### src/rtl/layer_norm_stream.sv
// Element-serial LayerNorm/RMSNorm. One vector is buffered, its statistics are formed
// sequentially (bit-serial sqrt and reciprocal), then normalized elements stream out.
module layer_norm_stream #(
    parameter int FEATURE_DIM = 4,
    parameter int DATA_WIDTH  = 16,
    parameter int PARAM_WIDTH = 16,
    parameter int FRAC_BITS   = 8,
    parameter int EPSILON     = 1
) (
    input  logic                               clk,
    input  logic                               rst,
    input  logic                               in_valid,
    output logic                               in_ready,
    input  logic [DATA_WIDTH-1:0]              in_data,
    input  logic                               mode,
    input  logic [FEATURE_DIM*PARAM_WIDTH-1:0] gamma_flat,
    input  logic [FEATURE_DIM*PARAM_WIDTH-1:0] beta_flat,
    output logic                               out_valid,
    input  logic                               out_ready,
    output logic [DATA_WIDTH-1:0]              out_data,
    output logic                               out_last,
    output logic                               busy
);
    localparam int LOG2_DIM = $clog2(FEATURE_DIM);
    localparam int D_W      = DATA_WIDTH + 1;
    localparam int SUM_W    = DATA_WIDTH + LOG2_DIM;
    localparam int V_W      = 2 * D_W;
    localparam int ACC_W    = V_W + LOG2_DIM;
    localparam int R_W      = V_W / 2;
    localparam int REM_W    = R_W + 1;
    localparam int Q_W      = 2 * FRAC_BITS + 1;
    localparam int P1_W     = D_W + Q_W + 1;
    localparam int P2_W     = P1_W + PARAM_WIDTH;
    localparam int BC_W     = $clog2((R_W > Q_W ? R_W : Q_W) + 1);
    localparam int LAT      = FEATURE_DIM + R_W + Q_W + 1;

    localparam logic [LOG2_DIM-1:0] IDX_ONE  = LOG2_DIM'(1);
    localparam logic [LOG2_DIM-1:0] IDX_LAST = LOG2_DIM'(FEATURE_DIM - 1);
    localparam logic signed [P2_W-1:0] Y_MAX = (P2_W'(1) <<< (DATA_WIDTH - 1)) - P2_W'(1);
    localparam logic signed [P2_W-1:0] Y_MIN = -Y_MAX - P2_W'(1);

    if (LAT > FEATURE_DIM + DATA_WIDTH + 2 * FRAC_BITS + 8) begin : g_lat_check
        $error("layer_norm_stream: latency exceeds its allowed bound");
    end

    typedef enum logic [2:0] {IDLE, ACC, VAR, SQRT, RECIP, OUT} state_t;

    state_t                  state;
    logic [LOG2_DIM-1:0]     cnt;
    logic [BC_W-1:0]         bcnt;
    logic signed [D_W-1:0]   vec [FEATURE_DIM];
    logic signed [SUM_W-1:0] sum;
    logic                    rms;
    logic [ACC_W-1:0]        sq_acc;
    logic [V_W-1:0]          sq_rad;
    logic [REM_W-1:0]        sq_rem;
    logic [R_W-1:0]          root;
    logic [Q_W-1:0]          dvd;
    logic [Q_W-1:0]          quo;
    logic [R_W-1:0]          dr;

    logic [LOG2_DIM-1:0]     rd_idx;
    logic signed [D_W-1:0]   d_sel, mean, d;
    logic signed [V_W-1:0]   sq;
    logic [ACC_W-1:0]        acc_total;
    logic [V_W-1:0]          v_next;
    logic [R_W+2:0]          rem_sh, trial;
    logic                    sq_ge;
    logic [REM_W-1:0]        rem_nx;
    logic [R_W-1:0]          root_nx;
    logic [R_W:0]            dv_sh;
    logic                    div_ge;
    logic [R_W-1:0]          dr_nx;
    logic signed [P1_W-1:0]  p1, n_val;
    logic signed [P2_W-1:0]  p2, t_val;
    logic signed [PARAM_WIDTH-1:0] g_sel, b_sel;
    logic [DATA_WIDTH-1:0]   y;

    assign in_ready = (state == IDLE) || (state == ACC);

    // While streaming out, the next element is pre-selected so a handshake loads it directly.
    assign rd_idx    = (state == OUT && out_valid) ? cnt + IDX_ONE : cnt;
    assign d_sel     = vec[rd_idx];
    assign mean      = rms ? '0 : D_W'(sum >>> LOG2_DIM);
    assign d         = d_sel - mean;
    assign sq        = V_W'(d) * V_W'(d);
    assign acc_total = sq_acc + ACC_W'($unsigned(sq));
    assign v_next    = V_W'(acc_total >> LOG2_DIM) + V_W'(EPSILON);

    // Restoring square root: two radicand bits per step yield one root bit.
    assign rem_sh  = {sq_rem, sq_rad[V_W-1 -: 2]};
    assign trial   = {1'b0, root, 2'b01};
    assign sq_ge   = rem_sh >= trial;
    assign rem_nx  = sq_ge ? REM_W'(rem_sh - trial) : REM_W'(rem_sh);
    assign root_nx = {root[R_W-2:0], sq_ge};

    assign dv_sh  = {dr, dvd[Q_W-1]};
    assign div_ge = dv_sh >= {1'b0, root};
    assign dr_nx  = div_ge ? R_W'(dv_sh - {1'b0, root}) : R_W'(dv_sh);

    assign g_sel = $signed(gamma_flat[rd_idx*PARAM_WIDTH +: PARAM_WIDTH]);
    assign b_sel = $signed(beta_flat[rd_idx*PARAM_WIDTH +: PARAM_WIDTH]);
    assign p1    = P1_W'(d_sel) * P1_W'($signed({1'b0, quo}));
    assign n_val = p1 >>> FRAC_BITS;
    assign p2    = P2_W'(n_val) * P2_W'(g_sel);
    assign t_val = (p2 >>> FRAC_BITS) + P2_W'(b_sel);

    always_comb begin
        y = t_val[DATA_WIDTH-1:0];
        if (t_val > Y_MAX)
            y = {1'b0, {(DATA_WIDTH-1){1'b1}}};
        else if (t_val < Y_MIN)
            y = {1'b1, {(DATA_WIDTH-1){1'b0}}};
    end

    // Single sequencer: the buffer holds x_i during ACC and is overwritten with d_i in VAR.
    always_ff @(posedge clk) begin
        if (rst) begin
            state     <= IDLE;
            cnt       <= '0;
            bcnt      <= '0;
            out_valid <= 1'b0;
            out_last  <= 1'b0;
            out_data  <= '0;
            busy      <= 1'b0;
        end else begin
            case (state)
                IDLE: if (in_valid) begin
                    vec[0] <= D_W'($signed(in_data));
                    sum    <= SUM_W'($signed(in_data));
                    rms    <= mode;
                    busy   <= 1'b1;
                    cnt    <= IDX_ONE;
                    state  <= ACC;
                end
                ACC: if (in_valid) begin
                    vec[cnt] <= D_W'($signed(in_data));
                    sum      <= sum + SUM_W'($signed(in_data));
                    cnt      <= cnt + IDX_ONE;
                    if (cnt == IDX_LAST) begin
                        sq_acc <= '0;
                        state  <= VAR;
                    end
                end
                VAR: begin
                    vec[cnt] <= d;
                    sq_acc   <= acc_total;
                    cnt      <= cnt + IDX_ONE;
                    if (cnt == IDX_LAST) begin
                        sq_rad <= v_next;
                        sq_rem <= '0;
                        root   <= '0;
                        bcnt   <= '0;
                        state  <= SQRT;
                    end
                end
                SQRT: begin
                    sq_rad <= sq_rad << 2;
                    sq_rem <= rem_nx;
                    root   <= root_nx;
                    bcnt   <= bcnt + 1'b1;
                    if (bcnt == BC_W'(R_W - 1)) begin
                        dvd   <= {1'b1, {(2*FRAC_BITS){1'b0}}};
                        dr    <= '0;
                        quo   <= '0;
                        bcnt  <= '0;
                        state <= RECIP;
                    end
                end
                RECIP: begin
                    dvd  <= dvd << 1;
                    dr   <= dr_nx;
                    quo  <= {quo[Q_W-2:0], div_ge};
                    bcnt <= bcnt + 1'b1;
                    if (bcnt == BC_W'(Q_W - 1)) begin
                        cnt   <= '0;
                        state <= OUT;
                    end
                end
                OUT: begin
                    if (!out_valid) begin
                        out_data  <= y;
                        out_valid <= 1'b1;
                        out_last  <= (cnt == IDX_LAST);
                    end else if (out_ready) begin
                        if (cnt == IDX_LAST) begin
                            out_valid <= 1'b0;
                            out_last  <= 1'b0;
                            busy      <= 1'b0;
                            cnt       <= '0;
                            state     <= IDLE;
                        end else begin
                            cnt      <= cnt + IDX_ONE;
                            out_data <= y;
                            out_last <= (cnt + IDX_ONE == IDX_LAST);
                        end
                    end
                end
                default: state <= IDLE;
            endcase
        end
    end
endmodule

### config.mk
export PLATFORM = sky130hd
export DESIGN_NAME = layer_norm_stream
export DESIGN_NICKNAME = d
export VERILOG_FILES = /design/src/rtl/layer_norm_stream.sv
export SDC_FILE = /design/constraint.sdc
export NUM_CORES = 2
export LEC_CHECK = 0
export BUFFER_PORTS_ARGS = -buffer_cell sky130_fd_sc_hd__buf_4
export CORE_UTILIZATION = 35
export CTS_BUF_LIST = sky130_fd_sc_hd__clkbuf_2 sky130_fd_sc_hd__clkbuf_4 sky130_fd_sc_hd__clkbuf_8
export DETAILED_ROUTE_END_ITERATION = 12
export HOLD_SLACK_MARGIN = 0.08
export PLACE_DENSITY_LB_ADDON = 0.25
export SLEW_MARGIN = 15
export SYNTH_ARGS = -nofsm -noshare
export SYNTH_HDL_FRONTEND = slang
export SYNTH_SLANG_ARGS = --single-unit
### constraint.sdc
create_clock -name clk -period 35 [get_ports clk]
set_input_delay 0 -clock clk [delete_from_list [all_inputs] [get_ports clk]]
set_output_delay 0 -clock clk [all_outputs]
set_load 0.1 [all_outputs]
==> results.yml <==
critical_path:
  cp_slowest_cell: "nor4_2"
  cpPeakStageDelay_ns: 0.83
  cpMostUsedCell: "fa_1"
  r2r_start: "cnt[0]$_SDFFE_PP0P_"
  critPathMaxFanout: 21
  worstSetupPathType: "reg2reg"
  r2r_slack_ns: 15.79
  crit_arrival_ns: 19.76
  required_ns: 35.55
  endpoint: "out_data[2]$_SDFFE_PP0P_"
  start_kind: "flop"
  crit_path_end_kind: "flop"
  r2r_cells: 56
  cp-startpoint: "cnt[0]$_SDFFE_PP0P_"
  regToRegEndpoint: "out_data[2]$_SDFFE_PP0P_"
drt:
  dr.first_iter.drc_count: 2608
  wl_um: 149000
  drcViolationCount: 0
  firstDrtPassIters: 9
  ant_nets: 0
  via_count: 40500
  post_drt_wl_per_cell_um: 18.6
  drt-vias-per-instance: 5.05
synthesis:
  yosysWarnings: 0
  synth_nets: 7347
  synth_seq_cells: 256
  avgSynthCellArea_um2: 9.15
  yosysSeqAreaShare: 0.139
  synthFlopType: "edfxtp_1"
  synth_edf_count: 227
  yosysUniqueCellTypes: 104
  synthArstFlopShare: 0
  syn_inst: 5832
  netlist_area_um2: 53300
cells_and_area:
  drive_above_1_share: 0.0729
  final_cell_mix: "inv_1, fa_1, nor2_1, nand2_1, ha_1"
  fillers: 15400
  layout_commonest_cell: "inv_1"
  fin_nets: 7475
  final_area_um2: 58400
  area_growth_pct: 9.46
global_routing:
  grt_pass1_wl_um: 237000
  first_global_vias: 42100
  grt.total_usage: 0.196
  grt.overflow.total: 0
  grt_max_degree: 70
  antenna_found_initial: 10
cts:
  clk_path_buf_depth: 3
  cts_root_buf: "clkbuf_8"
  hold_buffers: 35
  cts-buffers-inserted: 45
  htree_levels: 2
  ctsResizeCount: 0
  clk_pin_slew_ns: 0.06
  numClockSinks: 256
  insertion_delay_ns: 0.65
  cts_tree: "yes"
  cts_setup_buffers: 0
place:
  portBuffers: 168
  dpl-instance-area_um2: 57000
  hpwl_um: 121000
  gp_congestion: 0.909
sta:
  clock_skew_ns: 0.0336
  finalSetupTns_ns: 0
  slew_viol_final: 0
  max_freq_mhz: 52.1
  tightest_slew_ns: 1.35
  final.min_clock_period_ns: 19.21
  finalHoldViolCount: 0
  timing.slew.headroom: 0.0969
  period_share: 0.549
  rsz0062_at_grt: "false"
  finalSetupViolations: 0
floorplan:
  io_pins: 169
  rows: 142
  start_util: 0.355
  die_w_um: 392
  coreArea_um2: 150000
  fp.dieArea_um2: 154000
  die_y_um: 392
status:
  outcome: "completed"
job:
  cap_violations: 0
worst_hold_path:
  hold_class: "in2reg"
[critical path: cells and delay by family, from the launching register on]
kind,cells,cell delay (ns)
AND/OR/NAND/NOR,10,2.54
buffers and inverters,6,0.81
AO/OA/AOI/OAI,21,6.45
flip-flops,1,0.52
adder cells (fa/ha/maj),16,7.75
multiplexers,1,0.62
XOR/XNOR,2,0.36
[routing by layer]
layer | global-route usage | routed length [um] | up-vias
li1 | - | - | 18900
met1 | 0.265 | 64300 | 20400
met2 | 0.331 | 72000 | 1081
met3 | 0.0224 | 8240 | 193
met4 | 0.0567 | 4400 | 4
met5 | 0 | 25 | -
[cells by family after synthesis]
| family | count (synthesis) | share of synthesized area |
|---|---|---|
| compound gates | 728 | 0.0892 |
| xor+xnor | 246 | 0.0407 |
| fa+ha+maj | 1366 | 0.449 |
| buf+inv | 1322 | 0.0935 |
| flops | 256 | 0.139 |
| mux | 124 | 0.0321 |
| simple gates | 1790 | 0.157 |
[flip-flops by register name, summed over array words and instances (netlist names), 2 cells and up]
| register | cells |
|---|---|
| quo | 17 |
| sum | 18 |
| sq_rad | 34 |
| cnt | 2 |
| out_data | 16 |
| root | 17 |
| state | 3 |
| dr | 17 |
| sq_acc | 36 |
| bcnt | 5 |
| sq_rem | 18 |
| vec | 68 |
[area by class of cell]
cell class,instances,area [um2],share of cell area
clock buffers,56,714,0.0122
clock inverters,27,294,0.00504
flip-flops and latches,256,7400,0.127
well taps,2016,2520,0.0432
diodes,4,10.0,0.000171
inverters,1125,4220,0.0723
repair buffers,278,2170,0.0372
multi-input cells,4254,41100,0.703
[synth_stat cells, drive strengths merged, types with 13 or more instances]
cell type / count / area [um2]
a211oi: 48 / 370
o21bai: 24 / 180
a21o: 78 / 586
mux2i: 71 / 711
xnor2: 151 / 1330
o21ai: 188 / 941
nand4: 40 / 250
ha: 454 / 5680
fa: 912 / 18300
o211ai: 17 / 133
nor4: 19 / 140
o21a: 21 / 158
mux4: 36 / 811
nand3: 63 / 320
xor2: 95 / 840
inv: 1118 / 4200
dfxtp: 29 / 581
nor2: 580 / 2180
nor3: 68 / 345
a21boi: 18 / 135
or2: 15 / 96.3
o31ai: 16 / 139
and3: 26 / 164
nand2b: 53 / 332
edfxtp: 227 / 6820
or3: 16 / 100
buf: 30 / 138
o311ai: 13 / 114
a21oi: 180 / 912
nor2b: 39 / 244
nand2: 551 / 2070
clkbuf: 167 / 628
mux2: 17 / 191
and2: 267 / 1670
a31oi: 20 / 125
[per-stage QoR]
| step | setup WS, ns | utilization | std cells | hold WS, ns |
|---|---|---|---|---|
| after floorplan | 17.69 | - | 5832 | 0.0989 |
| after global placement | 15.75 | 0.379 | 7894 | 0.250 |
| after detailed placement | 15.77 | 0.379 | 7894 | 0.246 |
| after CTS | 15.63 | 0.388 | 8012 | 0.0889 |
| after global routing | 14.33 | 0.388 | 8014 | 0.120 |
| final | 15.79 | 0.388 | 8016 | 0.157 |
[worst min path at each step]
stage	to	slack, ns	cells past startpoint	startpoint
after global routing	rms$_DFFE_PP_	0.12	2	mode
after global placement	rms$_DFFE_PP_	0.25	1	mode
after detailed placement	rms$_DFFE_PP_	0.25	1	mode
after CTS	out_data[5]$_SDFFE_PP0P_	0.09	6	beta_flat[53]
after floorplan	rms$_DFFE_PP_	0.1	0	mode
final	out_data[4]$_SDFFE_PP0P_	0.16	6	beta_flat[52]
Power is left out: the tool's default activity adds up to more than one toggle a clock period on the data nets, which glitch-free logic cannot reach.
